### src/rtl/mod_counter_pkg.sv
// Shared definitions for the VDG timing-chain counters: FSM state encoding and mode constants.
package mod_counter_pkg;

   typedef enum logic [1:0] {
      ST_IDLE = 2'b00,
      ST_RUN  = 2'b01,
      ST_DONE = 2'b10
   } state_e;

   localparam logic MODE_FREE    = 1'b0;
   localparam logic MODE_ONESHOT = 1'b1;

endpackage

### src/rtl/mod_counter_count_compare.sv
// One registered equality-compare channel, fed from the counter's next-count so the
// match flag lines up with the count it describes.
module count_compare #(
   parameter int WIDTH = 8
) (
   input  logic             clk,
   input  logic             reset,
   input  logic [WIDTH-1:0] count_d_i,
   input  logic [WIDTH-1:0] cmp_value_i,
   output logic             match_o
);

   logic match_q;

   always_ff @(negedge clk or posedge reset) begin
      if (reset) match_q <= 1'b0;
      else       match_q <= (count_d_i == cmp_value_i);
   end

   assign match_o = match_q;

endmodule

### src/rtl/mod_counter.sv
// Modulo counter for the VDG timing chain: runtime limit, up/down, load, free-run or
// one-shot, cascade carry and NUM_CMP compare channels. State changes on negedge clk.
//
//   state   | meaning
//   --------+-------------------------------------------------
//   ST_IDLE | stopped after reset/clear, waiting for start
//   ST_RUN  | counting on enabled edges
//   ST_DONE | one-shot reached terminal, count held until start
module mod_counter
   import mod_counter_pkg::*;
#(
   parameter int WIDTH   = 8,
   parameter int NUM_CMP = 2
) (
   input  logic                     clk,
   input  logic                     reset,
   input  logic                     enable,
   input  logic                     clear,
   input  logic                     load,
   input  logic [WIDTH-1:0]         load_value,
   input  logic                     start,
   input  logic                     up,
   input  logic                     mode,
   input  logic [WIDTH-1:0]         limit,
   input  logic [NUM_CMP*WIDTH-1:0] cmp_value,
   output logic [WIDTH-1:0]         count,
   output logic                     carry_out,
   output logic                     tc,
   output logic                     busy,
   output logic                     done,
   output logic [NUM_CMP-1:0]       cmp_match
);

   state_e           state_q, state_d;
   logic [WIDTH-1:0] count_q, count_d;
   logic             tc_q, tc_d;
   logic [WIDTH-1:0] start_val;
   logic             at_term;

   assign start_val = up ? '0 : limit;
   // >= rather than == so a limit lowered below the current count still terminates
   assign at_term   = up ? (count_q >= limit) : (count_q == '0);
   assign carry_out = (state_q == ST_RUN) && enable && at_term;

   always_comb begin
      state_d = state_q;
      count_d = count_q;
      tc_d    = 1'b0;
      if (clear) begin
         state_d = ST_IDLE;
         count_d = '0;
      end else if (load) begin
         count_d = load_value;
      end else if (start && (state_q != ST_RUN)) begin
         state_d = ST_RUN;
         count_d = start_val;
      end else if ((state_q == ST_RUN) && enable) begin
         if (at_term) begin
            tc_d = 1'b1;
            if (mode == MODE_ONESHOT) state_d = ST_DONE;
            else                      count_d = start_val;
         end else if (up) begin
            count_d = count_q + WIDTH'(1);
         end else begin
            count_d = count_q - WIDTH'(1);
         end
      end
   end

   always_ff @(negedge clk or posedge reset) begin
      if (reset) begin
         state_q <= ST_IDLE;
         count_q <= '0;
         tc_q    <= 1'b0;
      end else begin
         state_q <= state_d;
         count_q <= count_d;
         tc_q    <= tc_d;
      end
   end

   for (genvar i = 0; i < NUM_CMP; i++) begin : g_cmp
      count_compare #(.WIDTH(WIDTH)) u_cmp (
         .clk         (clk),
         .reset       (reset),
         .count_d_i   (count_d),
         .cmp_value_i (cmp_value[i*WIDTH +: WIDTH]),
         .match_o     (cmp_match[i])
      );
   end

   assign count = count_q;
   assign tc    = tc_q;
   assign busy  = (state_q == ST_RUN);
   assign done  = (state_q == ST_DONE);

endmodule
### config.mk
export PLATFORM = sky130hd
export DESIGN_NAME = mod_counter
export DESIGN_NICKNAME = d
export VERILOG_FILES = /design/src/rtl/mod_counter_pkg.sv /design/src/rtl/mod_counter_count_compare.sv /design/src/rtl/mod_counter.sv
export SDC_FILE = /design/constraint.sdc
export NUM_CORES = 1
export LEC_CHECK = 0
export CORE_ASPECT_RATIO = 2
export CORE_MARGIN = 3
export CORE_UTILIZATION = 54
export CTS_CLUSTER_SIZE = 20
export DETAILED_ROUTE_END_ITERATION = 6
export PLACE_DENSITY = 0.87
export SLEW_MARGIN = 30
export SYNTH_ARGS = -nofsm -noshare
export SYNTH_HDL_FRONTEND = slang
export SYNTH_SLANG_ARGS = --single-unit
export TNS_END_PERCENT = 5
### constraint.sdc
create_clock -name clk -period 5.7 [get_ports clk]
set_input_delay 1.71 -clock clk [delete_from_list [all_inputs] [get_ports clk]]
set_output_delay 1.71 -clock clk [all_outputs]
set_load 0.02 [all_outputs]
==> flow_metrics.tcl, run 1 <==
set metrics [dict create \
    synthTopCellsByArea "dfrtn_1 15%, ha_1 8.2%, inv_1 4.8%" \
    yosysSeqAreaShare_pct 15.3 \
    initial_core_util_pct 57.2 \
    synth_commonest_cells "27 x inv_1, 26 x nor2_1, 22 x nand2_1" \
    core.rowCount 31 \
    error_message "[ERROR DPL-0038] Utilization greater than 100%, impossible to legalize" \
    synth-edff-count 0 \
    synth_ff_type "dfrtn_1" \
    clock_path_buffers 2 \
    synth_top_area_cell "dfrtn_1" \
    synthesis.nets 335 \
    die_height_um 94.8 \
    cts-hold-fix-buffers 0 \
    post_cts_buffers 24 \
    dpl.hpwl_mm 9.51 \
    netlist_instances 280 \
    yosys_warnings 0 \
    boundaryPins 54 \
    dieWidth_um 50.4 \
    clockRootBuffer "clkbuf_8" \
    yosysUniqueCellTypes 68 \
    ys_async_sr_fraction_pct 100 \
    haltStage "4_1_cts" \
    routabilityCongestion 1.08 \
    synth_top_cell_area_share_pct 15.3 \
    cts-resized-gates 147 \
    numPortBuffers 53 \
    cts.sinks 13 \
    synth.cell_area_um2 2130 \
    yosys.cell_count.top_type "inv_1" \
    postSynthAreaPerCell_um2 7.61 \
    cts_buffers 3 \
    h-tree-depth 1 \
    dpl_cell_area_um2 3520 \
    place_ws_ns -1.97 \
    outcome "stopped before the end" \
    synth_seq_cells 13 \
]
-- cells by family after synthesis --
kind of cell	after synthesis	share of synthesized area, %
simple gates	101	25.5
compound gates	97	35.3
buf+inv	38	7.40
fa+ha+maj	15	9.17
flops	13	15.3
mux	9	4.47
xor+xnor	7	2.88
-- stage by stage --
stage,hold slack [ns],TNS [ns],cells,utilization [%]
floorplan,0.520,-9.14,280,-
global placement,0.586,-18.25,466,94.6
detailed placement,0.619,-21.56,466,94.6
==> run 2: changes to the inputs <==
--- a/config.mk
+++ b/config.mk
@@ -5,12 +5,10 @@
 export SDC_FILE = /design/constraint.sdc
 export NUM_CORES = 1
 export LEC_CHECK = 0
-export CORE_ASPECT_RATIO = 2
 export CORE_MARGIN = 3
-export CORE_UTILIZATION = 54
-export CTS_CLUSTER_SIZE = 20
+export CORE_UTILIZATION = 40
 export DETAILED_ROUTE_END_ITERATION = 6
-export PLACE_DENSITY = 0.87
+export PLACE_DENSITY_LB_ADDON = 0.15
 export SLEW_MARGIN = 30
 export SYNTH_ARGS = -nofsm -noshare
 export SYNTH_HDL_FRONTEND = slang
==> run 2 against run 1 <==
Effect of this change:
- the flow now finishes, with violations (setup timing)
- synthesized cell count stayed put
- area after synthesis did not move
==> flow_metrics.tcl, run 2 <==
set metrics [dict create \
    grt_pass1_wl_mm 14.7 \
    synth-edff-count 0 \
    route.vias.total 2901 \
    drt-initial-drc-count 231 \
    holdPathStages 3 \
    ir_worst_vdd_mv 0.0803 \
    hold_class "reg2reg" \
    core_um2 4940 \
    dieWidth_um 79.0 \
    crit_type "reg2out" \
    final_max_slew_viol_count 0 \
    finalInstanceArea_um2 3960 \
    hold_start "state_q[0]" \
    yosysSeqAreaShare_pct 15.3 \
    synth_top_area_cell "dfrtn_1" \
    h-tree-depth 1 \
    critical_path.startpoint_type "flop" \
    synth_ff_type "dfrtn_1" \
    cts.reportedPaths.clkPinSlew_ns 0.05 \
    antenna_found_initial 0 \
    r2r_end "g_cmp[1].u_cmp.match_o" \
    outcome "finished, violations left" \
    final_nets 493 \
    cts-hold-fix-buffers 0 \
    hold_viol 0 \
    yosys.cell_count.top_type "inv_1" \
    tns_ns -8.68 \
    synthesis.nets 335 \
    die_height_um 79.0 \
    yosys_warnings 0 \
    wl_per_cell_um 18.6 \
    grt_setup_unrepaired "yes" \
    dpl_cell_area_um2 3550 \
    p_total_uw 582 \
    dr.pass1.iters 4 \
    path_cells "inv_2, ha_4, or3b_4, o2111ai_4, a31oi_4, o21ai_4, buf_6, nor2_4, buf_6" \
    maxSlewHeadroom_pct 66.0 \
    r2r.worst_path.cells 12 \
    dp.cells 487 \
    fin_cells 504 \
    core.rowCount 25 \
    p_leak_nw 1.72 \
    fin_worst_skew_ns 0.00240 \
    netlist_instances 280 \
    antenna_left 0 \
    clockRootBuffer "clkbuf_8" \
    synth_top_cell_area_share_pct 15.3 \
    cts.sinks 13 \
    multi_input_area_um2 2050 \
    holdPathEnd "state_q[0]" \
    reg2reg_slack_ns 2.81 \
    first_global_vias 2915 \
    ys_async_sr_fraction_pct 100 \
    crit_family "compound AO/OA/AOI/OAI gates" \
    insertion_delay_ns 0.27 \
    routed_via_density 5.76 \
    finalSetupViolCount 14 \
    utilization_pct 80.1 \
    synth_seq_cells 13 \
    cp.arrival_ns 5.00 \
    place_ws_ns -1.78 \
    cpMostUsedCell "buf_6" \
    dieArea_um2 6240 \
    routabilityCongestion 0.962 \
    worst_setup_path_end_kind "output port" \
    dpl.hpwl_mm 7.02 \
    synth_commonest_cells "27 x inv_1, 26 x nor2_1, 22 x nand2_1" \
    crit_buf_inv 3 \
    final.setup.worst_slack_ns -1.01 \
    cts_tree "yes" \
    cts_buffers 3 \
    slowest_stage "dfrtn_1" \
    grt_use_total_pct 30.5 \
    synthTopCellsByArea "dfrtn_1 15%, ha_1 8.2%, inv_1 4.8%" \
    mostFrequentLayoutCells "102 x buf_4, 30 x clkdlybuf4s50_1, 23 x nor2_1" \
    numPortBuffers 53 \
    final_layout_size_suffix_gt1_share_pct 47.8 \
    postSynthAreaPerCell_um2 7.61 \
    slowest_delay_ns 0.42 \
    grt.overflow.total 0 \
    num-fill-cells 350 \
    largest_reg_flops 8 \
    worst_pin_slew_ns 0.504 \
    grt_max_degree 14 \
    violations "setup timing" \
    worstPathRequired_ns 3.99 \
    seqCellArea_um2 325 \
    synth.cell_area_um2 2130 \
    clock_path_buffers 2 \
    drt_wl_total_mm 9.38 \
    yosysUniqueCellTypes 68 \
    crit_fanout 3 \
    p_per_area_nw_per_um2 147 \
    boundaryPins 54 \
    holdWs_ns 0.605 \
    route.detailed.drc 0 \
    worstReg2RegStart "count[1]" \
    synthToLayoutAreaGrowth_pct 85.9 \
    layout_commonest_cell "buf_4" \
    diodes 0 \
    initial_core_util_pct 43.1 \
    cap_violations 0 \
]
==> run 2: cell counts after synthesis <==
No cell type changed its count.
==> run 2: kinds of logic after synthesis <==
kind of cell	after synthesis	synth area share, %
buf+inv	38	7.40
fa+ha+maj	15	9.17
compound gates	97	35.3
flops	13	15.3
mux	9	4.47
simple gates	101	25.5
xor+xnor	7	2.88
==> run 2: tightest hold or removal path, stage by stage, from the launching register on <==
cell     delay [ns]
dfrtn_1        0.42
buf_4          0.13
a21oi_1        0.06
nor2_1         0.08
==> run 2: what timing repair did <==
item | 4_1_cts | 5_1_grt
setup buffers | 8 | 5
setup endpoints to repair | 27 | 18
gates resized for setup | 120 | 29
pin swaps | 29 | 14
==> run 2: worst max path at each step <==
stage,from,to,slack (ns),cells after the start
2_1_floorplan,up,g_cmp[0].u_cmp.match_o,-1.01,10
3_3_place_gp,up,g_cmp[0].u_cmp.match_o,-1.67,11
3_5_place_dp,up,g_cmp[1].u_cmp.match_o,-1.78,11
4_1_cts,up,g_cmp[1].u_cmp.match_o,-1.03,11
5_1_grt,up,g_cmp[1].u_cmp.match_o,-1.09,11
6_report,count[0],carry_out,-1.01,9
==> run 2: per-layer routing <==
layer,vias up,part of all wire (%),global-route usage (%)
met5,-,0,0
met4,0,4.4,13.1
met3,35,5.7,3.74
met2,126,49,54.2
met1,1355,41,36.7
li1,1385,-,-
==> run 2: power breakdown <==
part	leakage [nW]	internal [mW]	total (mW)	switching, mW
Sequential	0.173	0.0984	0.108	0.00941
Clock	0.0228	0.0496	0.0908	0.0411
Combinational	1.52	0.198	0.383	0.186
Total	1.72	0.346	0.582	0.236
==> run 2: cell type report <==
cell class	instances	area share, %
Sequential cell	13	8.22
Clock buffer	4	1.14
Tap cell	67	2.12
Inverter	27	2.65
Timing Repair Buffer	164	34.1
Multi-Input combinational cell	229	51.8
Note: power is estimated with default switching activity, not from simulation.
==> run 3: changes to the inputs <==
--- a/config.mk
+++ b/config.mk
@@ -9,6 +9,7 @@
 export CORE_UTILIZATION = 40
 export DETAILED_ROUTE_END_ITERATION = 6
 export PLACE_DENSITY_LB_ADDON = 0.15
+export SETUP_SLACK_MARGIN = 0.02
 export SLEW_MARGIN = 30
 export SYNTH_ARGS = -nofsm -noshare
 export SYNTH_HDL_FRONTEND = slang
==> run 3 against run 2 <==
Effect of this change:
- the run still ends with setup timing left
- via count increased by 2.0%
- worst hold slack about the same
- final area decreased by 0.16%
- first-iteration DRC count decreased by 8.2%
- combinational power about the same
- count of clock-buffer cells in the layout unchanged
- critical endpoint unchanged
==> flow_metrics.tcl, run 3 (synthesis results as in run 2) <==
set metrics [dict create \
    mostFrequentLayoutCells "103 x buf_4, 30 x clkdlybuf4s50_1, 23 x nor2_1" \
    cts.sinks 13 \
    fin_worst_skew_ns 0.00147 \
    dieWidth_um 79.0 \
    p_switching_uw 235 \
    worst_setup_path_end_kind "output port" \
    drt-initial-drc-count 212 \
    routabilityCongestion 0.962 \
    p_total_uw 580 \
    hold_class "reg2reg" \
    crit_fanout 3 \
    antenna_found_initial 0 \
    first_global_vias 2913 \
    dr.pass1.iters 5 \
    core.rowCount 25 \
    cp.arrival_ns 5.00 \
    numPortBuffers 53 \
    die_height_um 79.0 \
    finalSetupViolCount 14 \
    slowest_stage "dfrtn_1" \
    final_layout_size_suffix_gt1_share_pct 47.6 \
    grt_max_degree 14 \
    p_per_area_nw_per_um2 147 \
    worstSetupPathDepth 9 \
    comb_power_share_pct 66.1 \
    core_um2 4940 \
    path_cells "inv_2, ha_4, or3b_4, o2111ai_4, a31oi_4, o21ai_4, buf_6, nor2_4, buf_6" \
    final_nets 493 \
    p_int_uw 345 \
    grt_setup_unrepaired "yes" \
    holdPathStages 3 \
    fin_cells 504 \
    ir_worst_vdd_mv 0.0805 \
    dpl.hpwl_mm 7.02 \
    switching_share_pct 40.5 \
    route.vias.total 2958 \
    cts_tree "yes" \
    drt_wl_total_mm 9.43 \
    outcome "finished, violations left" \
    cts.reportedPaths.clkPinSlew_ns 0.05 \
    antenna_left 0 \
    insertion_delay_ns 0.26 \
    route.detailed.drc 0 \
    p_leak_nw 1.72 \
    routed_via_density 5.87 \
    p_clk_share_pct 15.2 \
    critical_path.startpoint_type "flop" \
    hold_viol 0 \
    synthToLayoutAreaGrowth_pct 85.6 \
    crit_buf_inv 3 \
    diodes 0 \
    h-tree-depth 1 \
    initial_core_util_pct 43.1 \
    grt_pass1_wl_mm 14.7 \
    layout_commonest_cell "buf_4" \
    final.setup.worst_slack_ns -1.01 \
    clock_path_buffers 2 \
    wl_per_cell_um 18.7 \
    violations "setup timing" \
    cap_violations 0 \
    power_frac_seq_pct 18.6 \
    cts_buffers 3 \
    crit_family "compound AO/OA/AOI/OAI gates" \
    grt_use_total_pct 30.5 \
    final_max_slew_viol_count 0 \
    worst_pin_slew_ns 0.506 \
    crit_type "reg2out" \
    largest_reg_flops 8 \
    maxSlewHeadroom_pct 65.9 \
    cpMostUsedCell "buf_6" \
    clockRootBuffer "clkbuf_8" \
    slowest_delay_ns 0.42 \
    r2r.worst_path.cells 9 \
    grt.overflow.total 0 \
    utilization_pct 80.0 \
    dp.cells 487 \
    boundaryPins 54 \
    dieArea_um2 6240 \
    worstPathRequired_ns 3.99 \
]
[run 3: changes by cell type in the layout (fill, tap and decap cells not counted), sizes merged]
cell and change:
clkbuf -1, clkdlybuf4s15 -1, buf +2
[run 3: routing by layer]
layer | track usage, % | wire [um] | part of all wire, % | up-vias
li1 | - | - | - | 1387
met2 | 54.1 | 4580 | 49 | 151
met5 | 0 | 0 | 0 | -
met3 | 3.74 | 610 | 6.5 | 35
met1 | 36.7 | 3830 | 41 | 1385
met4 | 13.1 | 404 | 4.3 | 0
[run 3: repair_timing]
action                     CTS  global route
setup endpoints to repair   27            19
buffers inserted             8             5
hold buffers                 0             0
pin swaps                   29            14
resized for setup          123            28
[run 3: through the flow]
step,instance area [um^2],hold slack (ns),setup WS [ns],setup TNS [ns]
floorplan,2260,0.520,-1.01,-9.14
global placement,3550,0.586,-1.67,-18.88
detailed placement,3550,0.610,-1.78,-19.44
CTS,3850,0.617,-1.03,-8.50
global route,3950,0.722,-1.09,-9.73
finish,3950,0.605,-1.01,-8.72
[run 3: worst register-to-register path, cell delays in order (launching register included)]
cell     delay [ns]
dfrtn_1        0.47
or4_4          0.59
o31a_1         0.38
buf_4          0.17
nand2_1        0.04
o21ai_0        0.08
or4_4          0.53
mux2_2         0.25
nand4_1        0.10
nor4_2         0.29
[run 3: final timing paths]
path,startpoint,end,slack (ns)
worst max-delay path,count[0],carry_out,-1.01
min in group asynchronous,reset,count[7],4.49
worst min register to register,state_q[0],state_q[0],0.61
worst min-delay path,state_q[0],state_q[0],0.61
max in group asynchronous,reset,count[6],1.00
worst max register to register,count[4],g_cmp[1].u_cmp.match_o,2.79
[run 3: final cells by class]
type                    instances  area (um^2)
fillers                       352          990
repair buffers                164         1350
well taps                      67         83.8
multi-input cells             229         2050
clock buffers                   4         45.0
inverters                      27          105
flip-flops and latches         13          325
[run 3: power groups by stage]
stage                     combinational (mW)  sequential [mW]  clock, mW
after global routing                   0.410            0.108     0.0950
after global placement                 0.311            0.107          0
after detailed placement               0.316            0.108          0
after CTS                              0.353            0.108     0.0894
after floorplan                        0.153            0.114          0
final                                  0.384            0.108     0.0884
